`config.mk`:
```
export PLATFORM = sky130hd
export DESIGN_NAME = uart_receiver_controller
export DESIGN_NICKNAME = d
export VERILOG_FILES = /design/src/rtl/uart_receiver_controller.sv
export SDC_FILE = /design/constraint.sdc
export NUM_CORES = 1
export LEC_CHECK = 0
export CORE_UTILIZATION = 40
export CTS_CLUSTER_DIAMETER = 80
export DETAILED_ROUTE_END_ITERATION = 12
export PLACE_DENSITY = 0.7
export SLEW_MARGIN = 20
export SYNTH_ARGS = -nofsm -noshare
export SYNTH_HDL_FRONTEND = slang
export SYNTH_SLANG_ARGS = --single-unit
```
`constraint.sdc`:
```
create_clock -name clk -period 3.12 [get_ports clk]
set_clock_uncertainty 0.1 [all_clocks]
set_input_delay 0.936 -clock clk [delete_from_list [all_inputs] [get_ports clk]]
set_output_delay 0.936 -clock clk [all_outputs]
set_load 0.01 [all_outputs]
```
`src/rtl/uart_receiver_controller.sv`:
```
// uart_receiver_controller
// Decodes command frames arriving from a UART receiver into register-file
// writes/reads and ALU start requests. Every output is registered.
//   0xAA addr data      -> register write
//   0xBB addr           -> register read
//   0xCC opA opB func   -> writes opA@0, opB@1, then starts the ALU
//   0xDD func           -> starts the ALU
// Optional feature macro: FRAME_TIMEOUT_EN (abort a partial frame after
// TIMEOUT_CYCLES clock cycles with no valid byte).
module uart_receiver_controller #(
  parameter int DATA_WIDTH         = 8,
  parameter int ADDRESS_WIDTH      = 4,
  parameter int ALU_FUNCTION_WIDTH = 4,
  parameter int TIMEOUT_CYCLES     = 16384
) (
  input  logic                          clk,
  input  logic                          reset,
  input  logic [DATA_WIDTH-1:0]         receiver_parallel_data,
  input  logic                          receiver_parallel_data_valid,
  input  logic                          UART_receiver_controller_enable,
  output logic [ADDRESS_WIDTH-1:0]      address,
  output logic                          write_enable,
  output logic [DATA_WIDTH-1:0]         write_data,
  output logic                          read_enable,
  output logic [ALU_FUNCTION_WIDTH-1:0] ALU_function,
  output logic                          ALU_enable,
  output logic                          clock_gate_enable
);

  localparam logic [DATA_WIDTH-1:0] CMD_WRITE = DATA_WIDTH'(8'hAA);
  localparam logic [DATA_WIDTH-1:0] CMD_READ  = DATA_WIDTH'(8'hBB);
  localparam logic [DATA_WIDTH-1:0] CMD_ALU_OPERANDS = DATA_WIDTH'(8'hCC);
  localparam logic [DATA_WIDTH-1:0] CMD_ALU_ONLY = DATA_WIDTH'(8'hDD);

  typedef enum logic [2:0] {
    IDLE      = 3'd0,
    WR_ADDR   = 3'd1,
    WR_DATA   = 3'd2,
    RD_ADDR   = 3'd3,
    OPERAND_A = 3'd4,
    OPERAND_B = 3'd5,
    ALU_FUNC  = 3'd6
  } state_t;

  state_t                          state_r;
  state_t                          next_state_s;
  logic [ADDRESS_WIDTH-1:0]        next_address_s;
  logic [DATA_WIDTH-1:0]           next_write_data_s;
  logic [ALU_FUNCTION_WIDTH-1:0]   next_alu_function_s;
  logic                            next_write_enable_s;
  logic                            next_read_enable_s;
  logic                            next_alu_enable_s;
  logic                            next_clock_gate_enable_s;

`ifdef FRAME_TIMEOUT_EN
  localparam int TIMEOUT_WIDTH = $clog2(TIMEOUT_CYCLES + 1);
  logic [TIMEOUT_WIDTH-1:0] idle_count_r;
  logic [TIMEOUT_WIDTH-1:0] next_idle_count_s;
  logic                     timeout_hit_s;

  // Count idle cycles inside a frame and flag the cycle that reaches the limit.
  always_comb begin
    next_idle_count_s = {TIMEOUT_WIDTH{1'b0}};
    timeout_hit_s     = 1'b0;
    if ((state_r != IDLE) && !receiver_parallel_data_valid) begin
      if (idle_count_r == TIMEOUT_WIDTH'(TIMEOUT_CYCLES - 1)) begin
        timeout_hit_s = 1'b1;
      end else begin
        next_idle_count_s = idle_count_r + TIMEOUT_WIDTH'(1'b1);
      end
    end else begin
      next_idle_count_s = {TIMEOUT_WIDTH{1'b0}};
    end
  end

  // Idle-cycle counter register; cleared by reset, valid bytes and IDLE.
  always_ff @(posedge clk or posedge reset) begin
    if (reset) begin
      idle_count_r <= {TIMEOUT_WIDTH{1'b0}};
    end else begin
      idle_count_r <= next_idle_count_s;
    end
  end
`else
  // Partial frames wait indefinitely; TIMEOUT_CYCLES has no effect here.
  if (TIMEOUT_CYCLES < 1) begin : g_timeout_unused
  end
`endif

  // Next-state decode and next values of the registered outputs.
  always_comb begin
    next_state_s        = state_r;
    next_address_s      = address;
    next_write_data_s   = write_data;
    next_alu_function_s = ALU_function;
    next_write_enable_s = 1'b0;
    next_read_enable_s  = 1'b0;
    next_alu_enable_s   = 1'b0;
    if (receiver_parallel_data_valid) begin
      case (state_r)
        IDLE: begin
          // Only command bytes are gated by the enable; continuation bytes are not.
          if (UART_receiver_controller_enable) begin
            case (receiver_parallel_data)
              CMD_WRITE:        next_state_s = WR_ADDR;
              CMD_READ:         next_state_s = RD_ADDR;
              CMD_ALU_OPERANDS: next_state_s = OPERAND_A;
              CMD_ALU_ONLY:     next_state_s = ALU_FUNC;
              default:          next_state_s = IDLE;
            endcase
          end else begin
            next_state_s = IDLE;
          end
        end
        WR_ADDR: begin
          next_address_s = receiver_parallel_data[ADDRESS_WIDTH-1:0];
          next_state_s   = WR_DATA;
        end
        WR_DATA: begin
          next_write_data_s   = receiver_parallel_data;
          next_write_enable_s = 1'b1;
          next_state_s        = IDLE;
        end
        RD_ADDR: begin
          next_address_s     = receiver_parallel_data[ADDRESS_WIDTH-1:0];
          next_read_enable_s = 1'b1;
          next_state_s       = IDLE;
        end
        OPERAND_A: begin
          next_address_s      = {ADDRESS_WIDTH{1'b0}};
          next_write_data_s   = receiver_parallel_data;
          next_write_enable_s = 1'b1;
          next_state_s        = OPERAND_B;
        end
        OPERAND_B: begin
          next_address_s      = ADDRESS_WIDTH'(1'b1);
          next_write_data_s   = receiver_parallel_data;
          next_write_enable_s = 1'b1;
          next_state_s        = ALU_FUNC;
        end
        ALU_FUNC: begin
          next_alu_function_s = receiver_parallel_data[ALU_FUNCTION_WIDTH-1:0];
          next_alu_enable_s   = 1'b1;
          next_state_s        = IDLE;
        end
        default: next_state_s = IDLE;
      endcase
    end else begin
`ifdef FRAME_TIMEOUT_EN
      if (timeout_hit_s) begin
        next_state_s = IDLE;
      end else begin
        next_state_s = state_r;
      end
`else
      next_state_s = state_r;
`endif
    end
    // The ALU clock runs for the whole operand/function phase and the start cycle.
    next_clock_gate_enable_s = (next_state_s == OPERAND_A) || (next_state_s == OPERAND_B) ||
                               (next_state_s == ALU_FUNC) || next_alu_enable_s;
  end

  // State and output registers; strobes fall back to 0 unless re-fired.
  always_ff @(posedge clk or posedge reset) begin
    if (reset) begin
      state_r           <= IDLE;
      address           <= {ADDRESS_WIDTH{1'b0}};
      write_data        <= {DATA_WIDTH{1'b0}};
      ALU_function      <= {ALU_FUNCTION_WIDTH{1'b0}};
      write_enable      <= 1'b0;
      read_enable       <= 1'b0;
      ALU_enable        <= 1'b0;
      clock_gate_enable <= 1'b0;
    end else begin
      state_r           <= next_state_s;
      address           <= next_address_s;
      write_data        <= next_write_data_s;
      ALU_function      <= next_alu_function_s;
      write_enable      <= next_write_enable_s;
      read_enable       <= next_read_enable_s;
      ALU_enable        <= next_alu_enable_s;
      clock_gate_enable <= next_clock_gate_enable_s;
    end
  end

endmodule
```
==> flow_summary.ini, run 1 <==
[yosys]
synth_edf_count = 0
syn_area_per_cell_um2 = 12.3
ys_types = 29
syn-cell-area_mm2 = 0.00107
synthArstFlopShare_pct = 100
ys_seq_area_share_pct = 54.0
syn_nets = 99
yosysMostFrequentCell = dfrtp_1
synth_seq_cells = 23
synthCells = 87
ys_top_cells_by_area = dfrtp_1 54%, mux2_2 12%, nor2b_1 3.5%, nand2_1 2.8%, and4bb_2 2.3%
yosys.area.top_type = dfrtp_1
synth_warnings = 0
synth_top_area_share_pct = 54.0
synthFlopType = dfrtp_1
synth_common_cells = 23 x dfrtp_1, 11 x mux2_2, 8 x nand2_1

[grt]
track_usage_pct = 16.0
grt.met1_usage_pct = 20.5
grt_busiest_layer = met2
grt_antenna_before_repair = 0
grt_max_degree = 24
grt_use_met2_pct = 26.3
grt_pass1_wl_um = 3240
overflow = 0
grt_pass1_vias = 706
met3_usage_pct = 5.93

[power]
p_switching_uw = 269
report.power.total_uw = 915
power.leakage_uw = 0.000635
p_int_uw = 646
p_comb_share_pct = 38.1
power_density_mw_per_mm2 = 644
seq_power_share_pct = 47.0
max-vdd-ir-drop_uv = 407
clock_power_share_pct = 14.9
switching_share_pct = 29.4

[setup_path]
worst-path-max-fanout = 11
worstPathArrival_ns = 2.43
critPathRequiredTime_ns = 3.23
end_kind = flop
cp-start-kind = input port
worst_r2r_path_depth = 4
crit_type = in -> reg

[floorplan]
start_util_pct = 42.6
io_pins = 32
die_area_mm2 = 0.00288
die_x_um = 53.6
die_h_um = 53.6
core_area_mm2 = 0.00250
std_cell_rows = 18

[cts]
cts.sinks = 23
clkLatencyLatePin_ns = 0.31
cts_buffer_depth = 2
cts_tree = yes
cts_inserted_buffers = 3
cts_resized = 0
cts-root-buf = clkbuf_4
path_clk_slew_ns = 0.12
h-tree-depth = 1
post_cts_buffers = 0
cts_hold_buf = 0

[sta]
period_needed_ns = 2.32
finalHoldViolations = 0
rsz0062_at_grt = false
setup_violations = 0
setup_ws_ns = 0.799
finalSetupTns_ns = 0
slew_headroom_pct = 73.1
fmax_mhz = 431
min_period_over_period_pct = 74.4
worst_pin_slew_ns = 0.402
slew_violations = 0

[placement]
place_congestion = 0.783
dpl.hpwl_um = 1470
post_dp_cell_area_mm2 = 0.00139
dp_cells = 145
port_buffers = 31
post-place-ws_ns = 0.467

[routing]
via_per_inst = 5.23
drt_iter0_drc = 11
via_count = 779
finalWirelength_um = 1970
dr.pass1.iters = 4
wl_per_cell_um = 13.2
remaining_drc_errors = 0
ant_nets = 0

[flow_run]
cap_violations = 0

[final_layout]
stdcell_count = 149
layout-drive-gt1-share_pct = 21.0
synthToLayoutAreaGrowth_pct = 33.3
num_antenna_cells = 0
final_area_mm2 = 0.00142
fin_nets = 132

[worst_hold_path]
hp-class = reg -> reg
hold_path_depth = 2

[outcome]
status = completed
[stage by stage]
step	hold WS (ns)	utilization [%]
after detailed placement	0.389	55.8
final	0.412	56.9
after floorplan	0.418	-
after CTS	0.419	56.9
after global routing	0.428	56.9
after global placement	0.378	55.8
[final cells by class]
class	instances	area [um2]
fill	226	1080
sequential	23	576
multi-input combinational	57	452
timing repair buffer	32	318
tap	30	37.5
clock buffer	3	22.5
inverter	3	11.3
clock inverter	1	5.00
[worst max-delay path, cell delays in order]
cell and delay [ns]:
clkdlybuf4s50_1 0.61, nor3b_2 0.28, a41o_1 0.25, and2_4 0.16, o2bb2a_4 0.20
[flip-flops by register name, indices dropped and copies added (netlist names)]
register / count
write_data: 8
ALU_function: 4
address: 4
state_r: 3
ALU_enable: 1
clock_gate_enable: 1
read_enable: 1
write_enable: 1
[power groups by stage]
stage               combinational (uW)  clock, uW  sequential, uW
global route                       378        153             442
global placement                   347          0             432
detailed placement                 351          0             437
CTS                                354        143             432
floorplan                          144          0             457
finish                             349        136             430
[kinds of logic after synthesis]
family / share of synthesized area, %
AOI/OAI and AO/OA: 10.7
xor gates and xnor gates: 0.822
buffers and inverters: 3.64
DFF: 54.0
muxes: 12.7
and+or+nand+nor: 18.2
[path summary, 6_finish.rpt]
path / from / end / slack, ns
min in group asynchronous: reset / ALU_enable$_DFF_PP0_ / 0.84
hold / removal: address[1]$_DFFE_PP0P_ / address[1]$_DFFE_PP0P_ / 0.41
hold reg to reg: address[1]$_DFFE_PP0P_ / address[1]$_DFFE_PP0P_ / 0.41
max in group asynchronous: reset / address[2]$_DFFE_PP0P_ / 1.84
setup / recovery: receiver_parallel_data_valid / clock_gate_enable$_DFF_PP0_ / 0.80
setup reg to reg: state_r[2]$_DFF_PP0_ / write_data[5]$_DFFE_PP0P_ / 1.42
[layout by cell type, fill, tap and decap left out, drive strengths merged, types with 3 or more instances in the layout]
cell | netlist | routed
inv | 3 | 3
nor2b | 7 | 7
clkdlybuf4s50 | 0 | 31
mux2 | 12 | 12
nand2 | 8 | 8
clkbuf | 0 | 3
o21ai | 5 | 5
dfrtp | 23 | 23
a31oi | 3 | 3
nor2 | 4 | 4
[metal layers]
metal	up-vias	part of all wire (%)
met4	0	0
met3	0	4.9
li1	370	-
met1	386	44
met5	-	0
met2	23	51
Note: power is estimated with default switching activity, not from simulation.
==> inputs of run 2 (changes only) <==
==> constraint.sdc (replaced) <==
create_clock -name clk -period 2.2 [get_ports clk]
set_clock_uncertainty 0.1 [all_clocks]
set_input_delay 0.66 -clock clk [delete_from_list [all_inputs] [get_ports clk]]
set_output_delay 0.66 -clock clk [all_outputs]
set_load 0.01 [all_outputs]
==> run 2 against run 1 <==
Net effect: register-to-register slack worse by 1.0 ns; largest power group unchanged; count of clock-buffer cells in the layout is 1 higher; die area stayed put; largest cell class unchanged; combinational power is 46% higher; critical endpoint is now address[0].
==> flow_summary.ini, run 2 (synthesis gave the netlist of run 1 again) <==
[routing]
finalWirelength_um = 2320
via_per_inst = 5.24
drt_iter0_drc = 12
dr.pass1.iters = 6
ant_nets = 0
wl_per_cell_um = 14.9
via_count = 817
remaining_drc_errors = 0

[final_layout]
fillers = 217
utilization_pct = 58.9
multi_input_area_um2 = 452
ff_latch_area_um2 = 576
synthToLayoutAreaGrowth_pct = 38.1
mostFrequentLayoutCell = clkdlybuf4s50_1
largest_reg_flops = 8
stdcell_count = 156
regMostFlops = write_data
layout-drive-gt1-share_pct = 24.6
fin_nets = 139
layout_common_cells = 31 x clkdlybuf4s50_1, 23 x dfrtp_1, 11 x mux2_2, 8 x nand2_1, 8 x buf_4
num_antenna_cells = 0
top_regs = write_data: 8 flops, ALU_function: 4 flops, address: 4 flops

[sta]
slew_violations = 0
rsz0062_at_grt = false
fmax_mhz = 499
finalHoldViolations = 0
slew_headroom_pct = 74.3
period_needed_ns = 2.01
setup_violations = 0
whs_ns = 0.407
min_period_over_period_pct = 91.2
worst_pin_slew_ns = 0.385

[grt]
grt_pass1_wl_um = 3820
grt_pass1_vias = 795
grt_antenna_before_repair = 0
grt_max_degree = 24
overflow = 0
track_usage_pct = 19.1

[cts]
cts_inserted_buffers = 3
cts_hold_buf = 0
cts_resized = 0
cts_buffer_depth = 2
cts_tree = yes
h-tree-depth = 1
clkLatencyLatePin_ns = 0.31
cts.sinks = 23
path_clk_slew_ns = 0.13
post_cts_buffers = 0
cts-root-buf = clkbuf_4

[setup_path]
worstPathCellList = clkdlybuf4s50_1
timing.rr.end = write_data[4]$_DFFE_PP0P_
r2r_start = state_r[2]$_DFF_PP0_
critPathTopFamily = buffers and inverters
crit_type = reg -> out
crit_path_end = address[0]
crit_buf_inv = 1
critical-path-max-stage-delay_ns = 0.54
end_kind = output port
worst_r2r_path_depth = 4
crit_cells = 1
cp-startpoint = address[0]$_DFFE_PP0P_
cp-start-kind = flop
worst-path-max-fanout = 3
rrSetupSlack_ns = 0.42
worstPathArrival_ns = 1.25
critPathRequiredTime_ns = 1.44
cpMaxStageDelayCell = clkdlybuf4s50_1

[floorplan]
start_util_pct = 42.6
std_cell_rows = 18
die_area_mm2 = 0.00288
io_pins = 32
core_area_mm2 = 0.00250
die_h_um = 53.6
die_x_um = 53.6

[placement]
dpl.hpwl_um = 1750
port_buffers = 31
place_congestion = 0.779
dp_cells = 152

[power]
max-vdd-ir-drop_uv = 637
power.leakage_uw = 0.000666
power_density_mw_per_mm2 = 895

[flow_run]
cap_violations = 0

[worst_hold_path]
hp-class = reg -> reg

[outcome]
status = completed
==> run 2: cell count changes in the layout (fill, tap and decap cells not counted), sizes merged <==
cell and delta:
buf +7, clkbuf +1, clkinv -1
==> run 2: metal layers <==
| layer | up-vias | track usage, % | wire length [um] |
|---|---|---|---|
| li1 | 383 | - | - |
| met3 | 4 | 5.65 | 150 |
| met5 | - | 0 | 0 |
| met1 | 398 | 24.9 | 1010 |
| met2 | 32 | 30.0 | 1130 |
| met4 | 0 | 7.02 | 26 |
==> run 2: cell type report <==
type / instances / share of cell area, %
clock buffer: 4 / 1.78
inverter: 3 / 0.765
timing repair buffer: 39 / 25.1
sequential: 23 / 39.1
multi-input combinational: 57 / 30.7
tap: 30 / 2.55
==> run 2: power breakdown <==
| part | total, uW | switching [uW] | leakage (uW) | internal, uW |
|---|---|---|---|---|
| registers | 613 | 79.4 | 0.000290 | 534 |
| clock network | 195 | 124 | 0.0000150 | 70.8 |
| logic | 509 | 187 | 0.000360 | 322 |
| total | 1320 | 391 | 0.000666 | 927 |
==> run 2: through the flow <==
stage	setup TNS (ns)	worst slack (ns)	power [uW]	cell area (um2)
floorplan	0	0.555	852	1070
global placement	0	0.0343	1120	1450
detailed placement	-0.00937	-0.00937	1130	1450
finish	0	0.195	1320	1470
global route	0	0.130	1400	1470
CTS	0	0.190	1330	1470
==> run 2: how the worst min path moves through the flow <==
stage	start	to	slack, ns	depth (start not counted)
5_1_grt	write_data[3]$_DFFE_PP0P_	write_data[3]$_DFFE_PP0P_	0.44	1
3_5_place_dp	write_data[7]$_DFFE_PP0P_	write_data[7]$_DFFE_PP0P_	0.38	1
2_1_floorplan	state_r[2]$_DFF_PP0_	read_enable$_DFF_PP0_	0.42	2
6_report	write_data[7]$_DFFE_PP0P_	write_data[7]$_DFFE_PP0P_	0.41	1
3_3_place_gp	write_data[7]$_DFFE_PP0P_	write_data[7]$_DFFE_PP0P_	0.38	1
4_1_cts	write_data[7]$_DFFE_PP0P_	write_data[7]$_DFFE_PP0P_	0.42	1
==> inputs of run 3 (changes only) <==
--- a/config.mk
+++ b/config.mk
@@ -5,10 +5,11 @@
 export SDC_FILE = /design/constraint.sdc
 export NUM_CORES = 1
 export LEC_CHECK = 0
-export CORE_UTILIZATION = 40
+export CORE_UTILIZATION = 45
 export CTS_CLUSTER_DIAMETER = 80
 export DETAILED_ROUTE_END_ITERATION = 12
-export PLACE_DENSITY = 0.7
+export GPL_TIMING_DRIVEN = 0
+export PLACE_DENSITY = 0.77
 export SLEW_MARGIN = 20
 export SYNTH_ARGS = -nofsm -noshare
 export SYNTH_HDL_FRONTEND = slang
==> constraint.sdc (replaced) <==
create_clock -name clk -period 1.95 [get_ports clk]
set_clock_uncertainty 0.1 [all_clocks]
set_input_delay 0.585 -clock clk [delete_from_list [all_inputs] [get_ports clk]]
set_output_delay 0.585 -clock clk [all_outputs]
set_load 0.01 [all_outputs]
==> run 3 against run 2 <==
Net effect: register-to-register slack got worse by 0.09 ns; critical path depth did not move; final cell count fell by 0.64%; sequential share of layout area fell by 0.39 points; clock power rose by 13%; flip-flop and latch count did not move.
==> flow_summary.ini, run 3 (synthesis gave the netlist of run 1 again) <==
[outcome]
status = completed

[setup_path]
critPathTopFamily = buffers and inverters
worstPathArrival_ns = 1.22
cp-start-kind = flop
crit_type = reg -> out
r2r_start = state_r[2]$_DFF_PP0_
cpMaxStageDelayCell = clkdlybuf4s50_1
worstPathCellList = clkdlybuf4s50_1
rrSetupSlack_ns = 0.33
worst-path-max-fanout = 2
worst_r2r_path_depth = 4
critPathRequiredTime_ns = 1.26
critical-path-max-stage-delay_ns = 0.54
end_kind = output port
crit_buf_inv = 1
timing.rr.end = write_data[0]$_DFFE_PP0P_

[routing]
drt_iter0_drc = 7
dr.pass1.iters = 2
remaining_drc_errors = 0
via_count = 806
ant_nets = 0
finalWirelength_um = 2180
wl_per_cell_um = 14.1
via_per_inst = 5.20

[worst_hold_path]
hold_path_depth = 1
hold_end = ALU_function[2]$_DFFE_PP0P_
min_from = ALU_function[2]$_DFFE_PP0P_
hp-class = reg -> reg

[sta]
slew_violations = 0
setup_ws_ns = 0.0483
setup_violations = 0
rsz0062_at_grt = false
fmax_mhz = 526
finalHoldViolations = 0
finalSetupTns_ns = 0
slew_headroom_pct = 42.6
worst_pin_slew_ns = 0.860
min_period_over_period_pct = 97.5
period_needed_ns = 1.90

[final_layout]
num_antenna_cells = 0
layout_common_cells = 25 x clkdlybuf4s50_1, 23 x dfrtp_1, 11 x mux2_2, 8 x buf_4, 8 x nand2_1
fin_nets = 140
regMostFlops = write_data
multi_input_area_um2 = 452
ff_latch_area_um2 = 576
layout-drive-gt1-share_pct = 26.0
mostFrequentLayoutCell = clkdlybuf4s50_1
synthToLayoutAreaGrowth_pct = 39.6
top_regs = write_data: 8 flops, ALU_function: 4 flops, address: 4 flops
largest_reg_flops = 8
fillers = 194
utilization_pct = 67.3

[cts]
cts-root-buf = clkbuf_4
cts_tree = yes
path_clk_slew_ns = 0.12
cts_buffer_depth = 2
clkLatencyLatePin_ns = 0.31
cts.sinks = 23
cts_hold_buf = 0
cts_inserted_buffers = 3
h-tree-depth = 1

[grt]
grt_max_degree = 24
grt_antenna_before_repair = 0
overflow = 0
grt_pass1_vias = 782
grt_pass1_wl_um = 3540
track_usage_pct = 19.5

[placement]
dpl.hpwl_um = 1590
port_buffers = 31
place_congestion = 0.765
post-place-ws_ns = -0.276

[flow_run]
cap_violations = 0

[floorplan]
start_util_pct = 48.2
die_x_um = 50.7
core_area_mm2 = 0.00221
die_h_um = 50.7
std_cell_rows = 17
io_pins = 32
die_area_mm2 = 0.00257

[power]
power_density_mw_per_mm2 = 1020
power.leakage_uw = 0.000714
max-vdd-ir-drop_uv = 738
-- run 3: repair_timing --
action / 4_1_cts / 5_1_grt
gates resized for setup: 1 / 5
setup buffers: 1 / 4
setup endpoints to repair: 2 / 7
-- run 3: where the power goes --
group | switching (uW) | leakage [uW] | internal, uW
Clock | 144 | 0.0000177 | 76.7
Combinational | 240 | 0.000406 | 389
Sequential | 62.4 | 0.000290 | 602
Total | 446 | 0.000714 | 1070
-- run 3: layout make-up --
type	instances	share of cell area [%]
plain buffers	4	1.85
inverters	3	0.757
clock buffers	3	1.51
clock inverters	1	0.336
repair buffers	36	24.1
well taps	28	2.35
flip-flops and latches	23	38.7
multi-input cells	57	30.4
-- run 3: metal layers --
metal	routed length (um)	share of wire, %	vias up	track usage [%]
met4	44	2.0	0	11.6
li1	-	-	383	-
met1	954	44	399	24.1
met2	1110	51	19	31.1
met3	74	3.4	5	3.94
met5	0	0	-	0
-- run 3: worst max path at each step --
stage	depth (start not counted)	start	to	slack [ns]
6_report	1	write_data[4]$_DFFE_PP0P_	write_data[4]	0.05
5_1_grt	1	write_data[3]$_DFFE_PP0P_	write_data[3]	0.003
4_1_cts	1	address[1]$_DFFE_PP0P_	address[1]	0.003
3_5_place_dp	5	receiver_parallel_data[1]	clock_gate_enable$_DFF_PP0_	-0.28
3_3_place_gp	5	receiver_parallel_data[1]	clock_gate_enable$_DFF_PP0_	-0.25
2_1_floorplan	4	receiver_parallel_data[5]	clock_gate_enable$_DFF_PP0_	0.38
-- run 3: metrics by stage --
step / std cells / hold slack, ns / power (uW) / cell area (um2)
3_5_place_dp: 146 / 0.393 / 1270 / 1410
6_report: 155 / 0.419 / 1510 / 1490
3_3_place_gp: 146 / 0.377 / 1250 / 1410
2_1_floorplan: 87 / 0.418 / 961 / 1070
5_1_grt: 155 / 0.441 / 1610 / 1490
4_1_cts: 151 / 0.423 / 1500 / 1450
